$ cat src/rtl/coin_payout.sv
// Coin hopper payout controller.
// Pays out a requested mix of 5-, 2- and 1-unit coins, largest first.
// Each coin gets one eject pulse. The controller then waits for the hopper
// exit sensor to confirm the coin, retrying once if no confirmation arrives.
// A second missed confirmation for the same coin latches a sticky jam fault.
module coin_payout #(
  parameter int TIMEOUT = 16,
  parameter int GAP     = 2
) (
  input  logic       clk,
  input  logic       reset,
  input  logic       load,
  input  logic [1:0] c1,
  input  logic [1:0] c2,
  input  logic [1:0] c5,
  input  logic       coin_seen,
  output logic       eject1,
  output logic       eject2,
  output logic       eject5,
  output logic       busy,
  output logic       done,
  output logic       fault,
  output logic [4:0] paid
);

  localparam logic [2:0] ST_IDLE  = 3'd0;
  localparam logic [2:0] ST_EJECT = 3'd1;
  localparam logic [2:0] ST_WAIT  = 3'd2;
  localparam logic [2:0] ST_GAP   = 3'd3;
  localparam logic [2:0] ST_FAULT = 3'd4;

  localparam int TW = (TIMEOUT > 1) ? $clog2(TIMEOUT) : 1;
  localparam int GW = (GAP > 1) ? $clog2(GAP) : 1;
  localparam logic [TW-1:0] TIMER_LAST = TW'(TIMEOUT - 1);
  localparam logic [TW-1:0] TIMER_ONE  = TW'(1);
  localparam logic [GW-1:0] GAP_LAST   = GW'(GAP - 1);
  localparam logic [GW-1:0] GAP_ONE    = GW'(1);
  localparam logic [4:0]    PAID_MAX   = 5'd24;

  // One-hot {5,2,1} selection of the largest denomination still owed.
  function automatic logic [2:0] pick_sel(input logic [1:0] n5,
                                          input logic [1:0] n2,
                                          input logic [1:0] n1);
    logic [2:0] s;
    if (n5 != 2'd0) begin
      s = 3'b100;
    end else if (n2 != 2'd0) begin
      s = 3'b010;
    end else if (n1 != 2'd0) begin
      s = 3'b001;
    end else begin
      s = 3'b000;
    end
    return s;
  endfunction

  // Face value of the one-hot denomination selection.
  function automatic logic [4:0] coin_value(input logic [2:0] sel);
    logic [4:0] v;
    case (sel)
      3'b100:  v = 5'd5;
      3'b010:  v = 5'd2;
      3'b001:  v = 5'd1;
      default: v = 5'd0;
    endcase
    return v;
  endfunction

  logic [2:0]    state_r, state_s;
  logic [1:0]    r5_r, r5_s;
  logic [1:0]    r2_r, r2_s;
  logic [1:0]    r1_r, r1_s;
  logic [4:0]    paid_r, paid_s;
  logic [TW-1:0] timer_r, timer_s;
  logic [GW-1:0] gap_r, gap_s;
  logic          retry_r, retry_s;
  logic [2:0]    eject_r, eject_s;
  logic          busy_r, busy_s;
  logic          done_r, done_s;
  logic          fault_r, fault_s;
  logic [2:0]    sel_cur_s;
  logic [5:0]    paid_sum_s;

  // Next-state and next-output computation for the payout sequencer.
  always_comb begin
    state_s    = state_r;
    r5_s       = r5_r;
    r2_s       = r2_r;
    r1_s       = r1_r;
    paid_s     = paid_r;
    timer_s    = timer_r;
    gap_s      = gap_r;
    retry_s    = retry_r;
    eject_s    = 3'b000;
    busy_s     = busy_r;
    done_s     = 1'b0;
    fault_s    = fault_r;
    sel_cur_s  = pick_sel(r5_r, r2_r, r1_r);
    paid_sum_s = {1'b0, paid_r} + {1'b0, coin_value(sel_cur_s)};

    case (state_r)
      ST_IDLE, ST_FAULT: begin
        if (load) begin
          r5_s    = c5;
          r2_s    = c2;
          r1_s    = c1;
          paid_s  = 5'd0;
          fault_s = 1'b0;
          retry_s = 1'b0;
          timer_s = '0;
          gap_s   = '0;
          if ((c5 == 2'd0) && (c2 == 2'd0) && (c1 == 2'd0)) begin
            // Nothing to pay: complete immediately without going busy.
            done_s  = 1'b1;
            busy_s  = 1'b0;
            state_s = ST_IDLE;
          end else begin
            // Register the first eject now so it appears right after load.
            eject_s = pick_sel(c5, c2, c1);
            busy_s  = 1'b1;
            state_s = ST_EJECT;
          end
        end else begin
          state_s = state_r;
        end
      end

      ST_EJECT: begin
        timer_s = '0;
        state_s = ST_WAIT;
      end

      ST_WAIT: begin
        if (coin_seen) begin
          if (sel_cur_s[2]) begin
            r5_s = r5_r - 2'd1;
          end else if (sel_cur_s[1]) begin
            r2_s = r2_r - 2'd1;
          end else if (sel_cur_s[0]) begin
            r1_s = r1_r - 2'd1;
          end else begin
            r1_s = r1_r;
          end
          paid_s  = (paid_sum_s > {1'b0, PAID_MAX}) ? PAID_MAX : paid_sum_s[4:0];
          retry_s = 1'b0;
          gap_s   = '0;
          state_s = ST_GAP;
        end else if (timer_r == TIMER_LAST) begin
          if (retry_r) begin
            // Second silent timeout for this coin: hopper is jammed.
            fault_s = 1'b1;
            busy_s  = 1'b0;
            state_s = ST_FAULT;
          end else begin
            retry_s = 1'b1;
            eject_s = sel_cur_s;
            state_s = ST_EJECT;
          end
        end else begin
          timer_s = timer_r + TIMER_ONE;
        end
      end

      ST_GAP: begin
        if (gap_r == GAP_LAST) begin
          if (sel_cur_s != 3'b000) begin
            eject_s = sel_cur_s;
            state_s = ST_EJECT;
          end else begin
            done_s  = 1'b1;
            busy_s  = 1'b0;
            state_s = ST_IDLE;
          end
        end else begin
          gap_s = gap_r + GAP_ONE;
        end
      end

      default: begin
        busy_s  = 1'b0;
        state_s = ST_IDLE;
      end
    endcase
  end

  // State and registered-output update; reset abandons any payout.
  always_ff @(posedge clk or negedge reset) begin
    if (!reset) begin
      state_r <= ST_IDLE;
      r5_r    <= 2'd0;
      r2_r    <= 2'd0;
      r1_r    <= 2'd0;
      paid_r  <= 5'd0;
      timer_r <= '0;
      gap_r   <= '0;
      retry_r <= 1'b0;
      eject_r <= 3'b000;
      busy_r  <= 1'b0;
      done_r  <= 1'b0;
      fault_r <= 1'b0;
    end else begin
      state_r <= state_s;
      r5_r    <= r5_s;
      r2_r    <= r2_s;
      r1_r    <= r1_s;
      paid_r  <= paid_s;
      timer_r <= timer_s;
      gap_r   <= gap_s;
      retry_r <= retry_s;
      eject_r <= eject_s;
      busy_r  <= busy_s;
      done_r  <= done_s;
      fault_r <= fault_s;
    end
  end

  assign eject5 = eject_r[2];
  assign eject2 = eject_r[1];
  assign eject1 = eject_r[0];
  assign busy   = busy_r;
  assign done   = done_r;
  assign fault  = fault_r;
  assign paid   = paid_r;

endmodule

$ cat config.mk
export PLATFORM = sky130hd
export DESIGN_NAME = coin_payout
export DESIGN_NICKNAME = d
export VERILOG_FILES = /design/src/rtl/coin_payout.sv
export SDC_FILE = /design/constraint.sdc
export NUM_CORES = 1
export LEC_CHECK = 0
export CAP_MARGIN = 0
export CORE_ASPECT_RATIO = 0.7
export CORE_MARGIN = 2
export CORE_UTILIZATION = 60
export DETAILED_ROUTE_END_ITERATION = 6
export DONT_BUFFER_PORTS = 1
export GPL_ROUTABILITY_DRIVEN = 1
export PLACE_DENSITY_LB_ADDON = 0.08
export SLEW_MARGIN = 5
export SYNTH_ARGS = -nofsm -noshare
export SYNTH_HDL_FRONTEND = slang
export SYNTH_SLANG_ARGS = --single-unit
$ cat constraint.sdc
create_clock -name clk -period 3.3 [get_ports clk]
set_input_delay 0.99 -clock clk [delete_from_list [all_inputs] [get_ports clk]]
set_output_delay 0.99 -clock clk [all_outputs]
set_load 0.01 [all_outputs]
==> results_dict.tcl, run 1 <==
set metrics [dict create \
    max_cap_viol_count 0 \
    num_vias 1276 \
    chipHeight_um 46.7 \
    synth_top_family_by_area "simple AND/OR/NAND/NOR gates" \
    synthesized_area_fraction_occupied_by_ao_oa_aoi_and_oai_cells 0.217 \
    timing.critical_path.to_type "flop" \
    count_of_cells_resized_by_post_cts_repair 0 \
    cts.sink_count 26 \
    worst_setup_path_endpoint "paid[0]$_DFFE_PN0P_" \
    cp_class "reg2reg" \
    gp_routability_congestion 0.863 \
    rsz0062_at_grt "false" \
    worstMarginPinSlew_ps 708 \
    worstSkewPairLatency_ps 270 \
    final.setup.worst_slack_ps 791 \
    grt_pass1_vias 1221 \
    timing.critical_path.arrival_ps 2720 \
    syn_nets 190 \
    pwr_density_cell_nw_per_um2 975 \
    post_synthesis_cell_area_sq_um 1560 \
    asyncSetResetFlopFracSynth 1.00 \
    layout_min_cycle_time_ps 2510 \
    syn_area_per_cell_sq_um 9.07 \
    clock_tree.root_cell "sky130_fd_sc_hd__clkbuf_8" \
    synth_top_cells_by_area "sky130_fd_sc_hd__dfrtp_1, sky130_fd_sc_hd__ha_1, sky130_fd_sc_hd__a21oi_1, sky130_fd_sc_hd__nand2_1, sky130_fd_sc_hd__nor2_1" \
    grt_antenna_before_repair 0 \
    dieWidth_um 65.0 \
    finish.net_count 188 \
    dieArea_sq_um 3030 \
    tot_pwr_mw 1.58 \
    most-common-layout-cells "sky130_fd_sc_hd__dfrtp_1, sky130_fd_sc_hd__a21oi_1, sky130_fd_sc_hd__nand2_1" \
    dr.pass1.iters 4 \
    yosys.cell_types.count 41 \
    crit_start "r5_r[0]$_DFFE_PN0P_" \
    synthToLayoutAreaGrowth_pct 3.69 \
    adder_cell_share_of_the_synthesized_area 0.0690 \
    tritoncts_buffers 3 \
    io_pins 21 \
    status "complete, no violations" \
    synth-edff-count 0 \
    number_of_hold_buffers_added_after_cts 0 \
    htree_num_levels 1 \
    r2r_cells 9 \
    worst_setup_hold_path_clk_slew_ps 90 \
    ctsLongestPathBuffers 2 \
    dpl-instance-area_sq_um 1580 \
    postCtsSetupRepairBufs 0 \
    route.detailed.drc 0 \
    timing_hold_violations_final 0 \
    irDropWorstVdd_uv 494 \
    report.final.setup_viol 0 \
    n_fill_cell 202 \
    yosys.area_share.simple 0.219 \
    timing.hold.worst.class "in2async" \
    synth.yosys.warnings 0 \
    detail_route.vias_per_cell 6.32 \
    relSlewSlack 0.527 \
    drtIter0Drc 66 \
    yosysTopAreaCell "sky130_fd_sc_hd__dfrtp_1" \
    routed_wl_mm 3.32 \
    fin_tns_setup_ps 0 \
    clock_tree_from_tritoncts "yes" \
    port_buffers 0 \
    grt_overflow_total 0 \
    post_route_cells_drive_above_1_share 0.0655 \
    initial_utilization 0.635 \
    worst_clock_skew_ps 3.62 \
    route.antenna.remaining_nets 0 \
    first_pass_grt_wire_length_mm 5.58 \
    multiplexer_area_fraction_after_synthesis 0.0209 \
    pre_cts_ws_ps 864 \
    maxClockFrequency_mhz 399 \
    postSynthCellCount 172 \
    setup.reg_to_reg.worst_slack_ps 790 \
    cp-start-kind "flop" \
    grt_start_max_net_pins 27 \
    detailed_place_hpwl_mm 2.49 \
    top_cell_type_s_share_of_synthesized_area 0.417 \
    ys_dominant_reg_cell "sky130_fd_sc_hd__dfrtp_1" \
    finalInstanceArea_sq_um 1620 \
    fp-row-count 15 \
    synth-xor-area-share 0.0112 \
    post_synthesis_sequential_area_ratio 0.417 \
    layout.cells.most_common "sky130_fd_sc_hd__dfrtp_1" \
    finalCritPeriodShare 0.760 \
    insertedDiodeCount 0 \
    power_leakage_nw 0.707 \
    grt_util_all_layers 0.251 \
    coreArea_sq_um 2460 \
    yosys_register_bits 26 \
    maxSlewViolCount 0 \
    regToRegEndpoint "paid[0]$_DFFE_PN0P_" \
    wire_length_per_cell_um 16.4 \
    crit-reg2reg-launch "r5_r[0]$_DFFE_PN0P_" \
    worstPathRequired_ps 3510 \
    crit_path_max_fanout 9 \
]
per-layer routing:
layer	vias to the layer above	GRT usage	wire, um
met2	35	0.427	1570
met1	613	0.323	1540
met4	0	0.0638	29
met5	-	0	0
li1	623	-	-
met3	5	0.0685	178
worst min path at each step:
stage / start / end / slack, ps / depth (start not counted)
5_1_grt: reset / r2_r[0]$_DFFE_PN0P_ / 390 / 0
3_5_place_dp: r2_r[1]$_DFFE_PN0P_ / r2_r[1]$_DFFE_PN0P_ / 500 / 2
4_1_cts: reset / state_r[2]$_DFFE_PN0P_ / 400 / 0
2_1_floorplan: r2_r[1]$_DFFE_PN0P_ / r2_r[1]$_DFFE_PN0P_ / 450 / 2
3_3_place_gp: r2_r[1]$_DFFE_PN0P_ / r2_r[1]$_DFFE_PN0P_ / 460 / 2
6_report: reset / timer_r[3]$_DFFE_PN0P_ / 400 / 0
synth_stat cells (all sizes together), types with 2 or more instances:
cell and number:
inv 10, and3 4, o21ai 5, a2bb2oi 2, nor3 7, nor3b 3, xor2 2, nand2 15
a21oi 17, nand3 7, o22ai 7, a22o 3, nor2 13, clkbuf 6, nand3b 2, nand2b 2
nor2b 4, o31ai 2, a22oi 2, o32ai 2, ha 7, a211oi 3, o211ai 5, dfrtp 26
mux2 2, buf 2
through the flow:
stage | util | instances | hold WS (ps)
floorplan | - | 172 | 450
global placement | 0.641 | 199 | 464
detailed placement | 0.641 | 199 | 502
CTS | 0.658 | 202 | 402
global route | 0.658 | 202 | 393
finish | 0.658 | 202 | 403
sequential cells by signal, indices dropped and copies added, names as in the netlist:
name	cells
done	1
r1_r	2
r2_r	2
gap_r	1
eject_r	3
r5_r	2
state_r	3
timer_r	4
retry_r	1
busy	1
fault	1
paid	5
power by group:
group | internal [mW] | switching (mW)
logic | 0.326 | 0.490
registers | 0.432 | 0.153
clock network | 0.0819 | 0.0955
total | 0.840 | 0.738
layout make-up:
class	instances	area (sq um)	share of cell area
inverters	10	37.5	0.0232
multi-input cells	128	838	0.518
repair buffers	1	7.51	0.00464
clock buffers	3	41.3	0.0255
flip-flops and latches	26	651	0.402
well taps	34	42.5	0.0263
worst max-delay path, stage by stage, from the launching register on:
cell	delay (ps)
sky130_fd_sc_hd__dfrtp_1	370
sky130_fd_sc_hd__inv_1	80
sky130_fd_sc_hd__ha_1	300
sky130_fd_sc_hd__nand3b_1	230
sky130_fd_sc_hd__nand2_1	150
sky130_fd_sc_hd__ha_1	200
sky130_fd_sc_hd__fa_1	480
sky130_fd_sc_hd__nor4_1	390
sky130_fd_sc_hd__o211ai_1	170
sky130_fd_sc_hd__nand3_1	90
logic make-up after synthesis:
kind of cell / count (synthesis)
XOR/XNOR: 2
AND/OR/NAND/NOR: 63
multiplexers: 3
AO/OA/AOI/OAI: 52
buffers and inverters: 18
flip-flops: 26
adder cells (fa/ha/maj): 8
(Power assumes the default switching activity.)
==> run 2, diff against run 1 <==
--- a/config.mk
+++ b/config.mk
@@ -8,7 +8,7 @@
 export CAP_MARGIN = 0
 export CORE_ASPECT_RATIO = 0.7
 export CORE_MARGIN = 2
-export CORE_UTILIZATION = 60
+export CORE_UTILIZATION = 56
 export DETAILED_ROUTE_END_ITERATION = 6
 export DONT_BUFFER_PORTS = 1
 export GPL_ROUTABILITY_DRIVEN = 1
==> constraint.sdc (replaced) <==
create_clock -name clk -period 2 [get_ports clk]
set_input_delay 0.6 -clock clk [delete_from_list [all_inputs] [get_ports clk]]
set_output_delay 0.6 -clock clk [all_outputs]
set_load 0.01 [all_outputs]
==> results_dict.tcl, run 2 (synthesis gave the netlist of run 1 again) <==
set metrics [dict create \
    crit_path_max_fanout 3 \
    setup.reg_to_reg.worst_slack_ps -180 \
    gp_routability_congestion 0.883 \
    ctsLongestPathBuffers 2 \
    status "complete, but fails checks" \
    detailed_place_hpwl_mm 2.72 \
    power.clock.fraction 0.088 \
    timing.critical_path.to_type "flop" \
    n_fill_cell 194 \
    port_buffers 0 \
    worstPathRequired_ps 2140 \
    pwr_density_cell_nw_per_um2 1770 \
    finish.cell_count_without_fillers 224 \
    irDropWorstVdd_uv 1050 \
    synthToLayoutAreaGrowth_pct 20.5 \
    power.sequential.fraction 0.279 \
    finalCritPeriodShare 1.09 \
    regToRegEndpoint "paid[1]$_DFFE_PN0P_" \
    grt_util_all_layers 0.267 \
    cts.sink_count 26 \
    swShare 0.445 \
    cp-start-kind "flop" \
    initial_utilization 0.611 \
    finish.net_count 210 \
    post_route_cells_drive_above_1_share 0.258 \
    timing_hold_violations_final 0 \
    wire_length_per_cell_um 17.5 \
    grt_start_max_net_pins 27 \
    final.setup.worst_slack_ps -185 \
    report.final.setup_viol 4 \
    route.detailed.drc 0 \
    net-switching-power_mw 1.48 \
    detail_route.vias_per_cell 6.25 \
    layout_min_cycle_time_ps 2180 \
    grt_pass1_vias 1307 \
    timing.hold.worst.class "in2async" \
    layout.cells.most_common "sky130_fd_sc_hd__dfrtp_1" \
    dr.pass1.iters 4 \
    relSlewSlack 0.749 \
    grt_antenna_before_repair 0 \
    grt_overflow_total 0 \
    drtIter0Drc 153 \
    worst_clock_skew_ps 5.96 \
    dieWidth_um 67.1 \
    p_int_mw 1.85 \
    most-common-layout-cells "sky130_fd_sc_hd__dfrtp_1, sky130_fd_sc_hd__buf_4, sky130_fd_sc_hd__a21oi_1" \
    htree_num_levels 1 \
    first_pass_grt_wire_length_mm 6.23 \
    rsz0062_at_grt "true" \
    worstSkewPairLatency_ps 270 \
    route.antenna.remaining_nets 0 \
    chipHeight_um 48.2 \
    power_leakage_nw 0.815 \
    p_comb_frac 0.633 \
    insertedDiodeCount 0 \
    largest_register_ffs 5 \
    worst_setup_hold_path_clk_slew_ps 90 \
    r2r_cells 10 \
    routed_wl_mm 3.93 \
    tritoncts_buffers 3 \
    num_vias 1400 \
    worstMarginPinSlew_ps 374 \
    clock_tree.root_cell "sky130_fd_sc_hd__clkbuf_8" \
    dieArea_sq_um 3230 \
    io_pins 21 \
    clock_tree_from_tritoncts "yes" \
    timing.critical_path.arrival_ps 2330 \
    maxClockFrequency_mhz 458 \
    crit-reg2reg-launch "r1_r[0]$_DFFE_PN0P_" \
    dp_cells 213 \
    maxSlewViolCount 0 \
    fp-row-count 15 \
    coreArea_sq_um 2550 \
    max_cap_viol_count 0 \
    worst_hold_slack_ps 15.2 \
    failed_checks "negative setup slack" \
    cp_class "reg2reg" \
]
-- run 2: cell types whose count changed in the layout (fill, tap and decap cells not counted), sizes merged --
cell / previous run / this run
buf: 1 / 23
-- run 2: area by class of cell --
cell class / instances / area (sq um) / area share
well taps: 34 / 42.5 / 0.0226
flip-flops and latches: 26 / 651 / 0.346
repair buffers: 23 / 173 / 0.0918
multi-input cells: 128 / 936 / 0.498
inverters: 10 / 37.5 / 0.0200
clock buffers: 3 / 41.3 / 0.0220
-- run 2: worst max-delay path by stage --
stage	from	to	cells past startpoint
CTS	r1_r[0]$_DFFE_PN0P_	paid[1]$_DFFE_PN0P_	10
detailed placement	r1_r[0]$_DFFE_PN0P_	paid[1]$_DFFE_PN0P_	10
floorplan	r5_r[0]$_DFFE_PN0P_	paid[1]$_DFFE_PN0P_	11
global route	r2_r[0]$_DFFE_PN0P_	paid[1]$_DFFE_PN0P_	10
finish	r1_r[0]$_DFFE_PN0P_	paid[1]$_DFFE_PN0P_	10
global placement	r1_r[0]$_DFFE_PN0P_	paid[1]$_DFFE_PN0P_	10
-- run 2: layer usage --
metal / global-route usage / vias up / part of all wire / wire (um)
li1: - / 668 / - / -
met1: 0.356 / 670 / 0.45 / 1770
met2: 0.444 / 55 / 0.47 / 1840
met3: 0.0600 / 7 / 0.070 / 274
met4: 0.0939 / 0 / 0.011 / 43
met5: 0 / - / 0 / 0
-- run 2: power groups by stage --
stage,Clock (mW),Combinational (mW),Sequential [mW]
after floorplan,0,1.25,0.873
after global placement,0,1.65,0.904
after detailed placement,0,1.72,0.918
after CTS,0.296,1.93,0.917
after global routing,0.315,2.31,0.955
final,0.294,2.11,0.931
-- run 2: repair_timing --
action                     4_1_cts  5_1_grt
pin swaps                        2        8
hold buffers                     0        0
setup buffers                    7        3
gates resized for setup          7        7
setup endpoints to repair        4        7
-- run 2: critical path, cell delays in order, from the launching register on --
cell and delay [ps]:
sky130_fd_sc_hd__dfrtp_1 420, sky130_fd_sc_hd__inv_2 90, sky130_fd_sc_hd__ha_4 130, sky130_fd_sc_hd__nand3b_1 160, sky130_fd_sc_hd__nand2_2 90, sky130_fd_sc_hd__ha_4 170, sky130_fd_sc_hd__fa_2 410, sky130_fd_sc_hd__a21oi_4 200
sky130_fd_sc_hd__xor2_2 100, sky130_fd_sc_hd__o211ai_1 180, sky130_fd_sc_hd__nand3_1 100
-- run 2: metrics by stage --
stage                     setup WS, ps  TNS, ps   util  area (sq um)  total power, mW
final                             -185     -655  0.737          1880             3.33
after global routing              -321    -1290  0.737          1880             3.58
after CTS                        -56.7     -170  0.718          1830             3.14
after detailed placement          -186     -542  0.669          1710             2.64
after global placement           -99.8     -255  0.669          1710             2.56
after floorplan                   -183     -500      -          1600             2.13
==> run 3, diff against run 2 <==
--- a/config.mk
+++ b/config.mk
@@ -12,6 +12,7 @@
 export DETAILED_ROUTE_END_ITERATION = 6
 export DONT_BUFFER_PORTS = 1
 export GPL_ROUTABILITY_DRIVEN = 1
+export GPL_TIMING_DRIVEN = 0
 export PLACE_DENSITY_LB_ADDON = 0.08
 export SLEW_MARGIN = 5
 export SYNTH_ARGS = -nofsm -noshare
==> results_dict.tcl, run 3 (synthesis gave the netlist of run 1 again) <==
set metrics [dict create \
    final_util 0.713 \
    route.detailed.drc 0 \
    cp_class "reg2reg" \
    dr.pass1.iters 4 \
    timing.hold.worst_path_depth 1 \
    grt_antenna_before_repair 0 \
    report.final.setup_viol 4 \
    worstMarginPinSlew_ps 686 \
    crit-reg2reg-launch "r5_r[0]$_DFFE_PN0P_" \
    htree_num_levels 1 \
    post_route_cells_drive_above_1_share 0.200 \
    largest_register_ffs 5 \
    detail_route.vias_per_cell 6.43 \
    maxSlewViolCount 0 \
    first_pass_grt_wire_length_mm 6.03 \
    failed_checks "negative setup slack" \
    gp_routability_congestion 0.856 \
    drtIter0Drc 219 \
    timing.hold.worst.class "in2reg" \
    grt_start_max_net_pins 15 \
    clock_tree.root_cell "sky130_fd_sc_hd__clkbuf_8" \
    timing.critical_path.arrival_ps 2360 \
    synthToLayoutAreaGrowth_pct 16.6 \
    maxClockFrequency_mhz 464 \
    multi_input_area_sq_um 923 \
    global_routing_usage_on_met2 0.453 \
    worstSkewPairLatency_ps 280 \
    power_leakage_nw 0.775 \
    fp-row-count 15 \
    final.setup.worst_slack_ps -153 \
    port_buffers 0 \
    crit_start "r5_r[0]$_DFFE_PN0P_" \
    clock_tree_from_tritoncts "yes" \
    coreArea_sq_um 2550 \
    worst_setup_hold_path_clk_slew_ps 100 \
    chipHeight_um 48.2 \
    layout.cells.most_common "sky130_fd_sc_hd__dfrtp_1" \
    relSlewSlack 0.541 \
    worst_clock_skew_ps 11.0 \
    holdCritStartpoint "c1[0]" \
    grt_overflow_total 0 \
    grt_pass1_vias 1246 \
    setup.reg_to_reg.worst_slack_ps -150 \
    routed_wl_mm 3.89 \
    dieArea_sq_um 3230 \
    finalInstanceArea_sq_um 1820 \
    worstPathRequired_ps 2210 \
    regToRegEndpoint "paid[0]$_DFFE_PN0P_" \
    met3_usage 0.0716 \
    r2r_cells 9 \
    grt_util_met1 0.334 \
    num_vias 1409 \
    n_fill_cell 200 \
    pwr_density_cell_nw_per_um2 1710 \
    cts.sink_count 26 \
    regArea_sq_um 651 \
    irDropWorstVdd_uv 960 \
    worst_hold_slack_ps 427 \
    cp-start-kind "flop" \
    tot_pwr_mw 3.10 \
    grt.busiest_layer "met2" \
    wire_length_per_cell_um 17.8 \
    dpl-instance-area_sq_um 1640 \
    crit_path_max_fanout 9 \
    grt_util_all_layers 0.260 \
    layout_min_cycle_time_ps 2150 \
    most-common-layout-cells "sky130_fd_sc_hd__dfrtp_1, sky130_fd_sc_hd__a21oi_1, sky130_fd_sc_hd__nand2_1" \
    initial_utilization 0.611 \
    timing.hold.worst_endpoint "done$_DFF_PN0_" \
    ctsLongestPathBuffers 2 \
    insertedDiodeCount 0 \
    max_cap_viol_count 0 \
    detailed_place_hpwl_mm 2.71 \
    route.antenna.remaining_nets 0 \
    pre_cts_ws_ps -381 \
    finalCritPeriodShare 1.08 \
    status "complete, but fails checks" \
    rsz0062_at_grt "true" \
    io_pins 21 \
    dieWidth_um 67.1 \
    finish.net_count 204 \
    timing_hold_violations_final 0 \
    tritoncts_buffers 3 \
    timing.critical_path.to_type "flop" \
]
-- run 3: cell types whose count changed in the layout (fill, tap and decap cells not counted), sizes merged --
cell | previous run | this run
dlygate4sd3 | 0 | 2
clkbuf | 3 | 9
buf | 23 | 10
-- run 3: routing by layer --
layer / vias up / share of wire
met5: - / 0
met4: 0 / 0.014
met3: 8 / 0.083
met2: 78 / 0.47
met1: 666 / 0.43
li1: 657 / -
-- run 3: how the worst max path moves through the flow --
stage / endpoint / slack (ps)
4_1_cts: paid[0]$_DFFE_PN0P_ / -120
6_report: paid[0]$_DFFE_PN0P_ / -150
3_3_place_gp: paid[0]$_DFFE_PN0P_ / -310
3_5_place_dp: paid[0]$_DFFE_PN0P_ / -380
5_1_grt: paid[0]$_DFFE_PN0P_ / -230
2_1_floorplan: paid[1]$_DFFE_PN0P_ / -180
-- run 3: report_power, final --
part	switching, mW	internal, mW	total (mW)
combinational	1.04	0.798	1.84
sequential	0.201	0.713	0.914
clock	0.171	0.176	0.347
-- run 3: area by class of cell --
type | instances | area share
sequential | 26 | 0.358
tap | 34 | 0.0234
inverter | 10 | 0.0206
buffer | 7 | 0.0165
clock buffer | 4 | 0.0303
timing repair buffer | 10 | 0.0440
multi-input combinational | 128 | 0.508
-- run 3: worst max-delay path, cell delays in order (launching register included) --
cell and delay (ps):
sky130_fd_sc_hd__dfrtp_1 400, sky130_fd_sc_hd__inv_2 100, sky130_fd_sc_hd__ha_4 180, sky130_fd_sc_hd__nand3b_1 120
sky130_fd_sc_hd__nand2_1 110, sky130_fd_sc_hd__ha_2 190, sky130_fd_sc_hd__fa_2 470, sky130_fd_sc_hd__nor4_2 280
sky130_fd_sc_hd__o211ai_1 130, sky130_fd_sc_hd__nand3_1 90
-- run 3: per-stage QoR --
| stage | cells | setup TNS, ps |
|---|---|---|
| 2_1_floorplan | 172 | -500 |
| 3_3_place_gp | 206 | -1040 |
| 3_5_place_dp | 206 | -1290 |
| 4_1_cts | 215 | -329 |
| 5_1_grt | 219 | -921 |
| 6_report | 219 | -478 |
-- run 3: timing repair --
action                                 4_1_cts  5_1_grt
gates cloned                                 0        0
hold buffers                                 1        1
resized for setup                            8        4
endpoints found under the hold margin       14       12
setup endpoints to repair                    4        8
pin swaps                                    8        3
setup buffers                                5        3
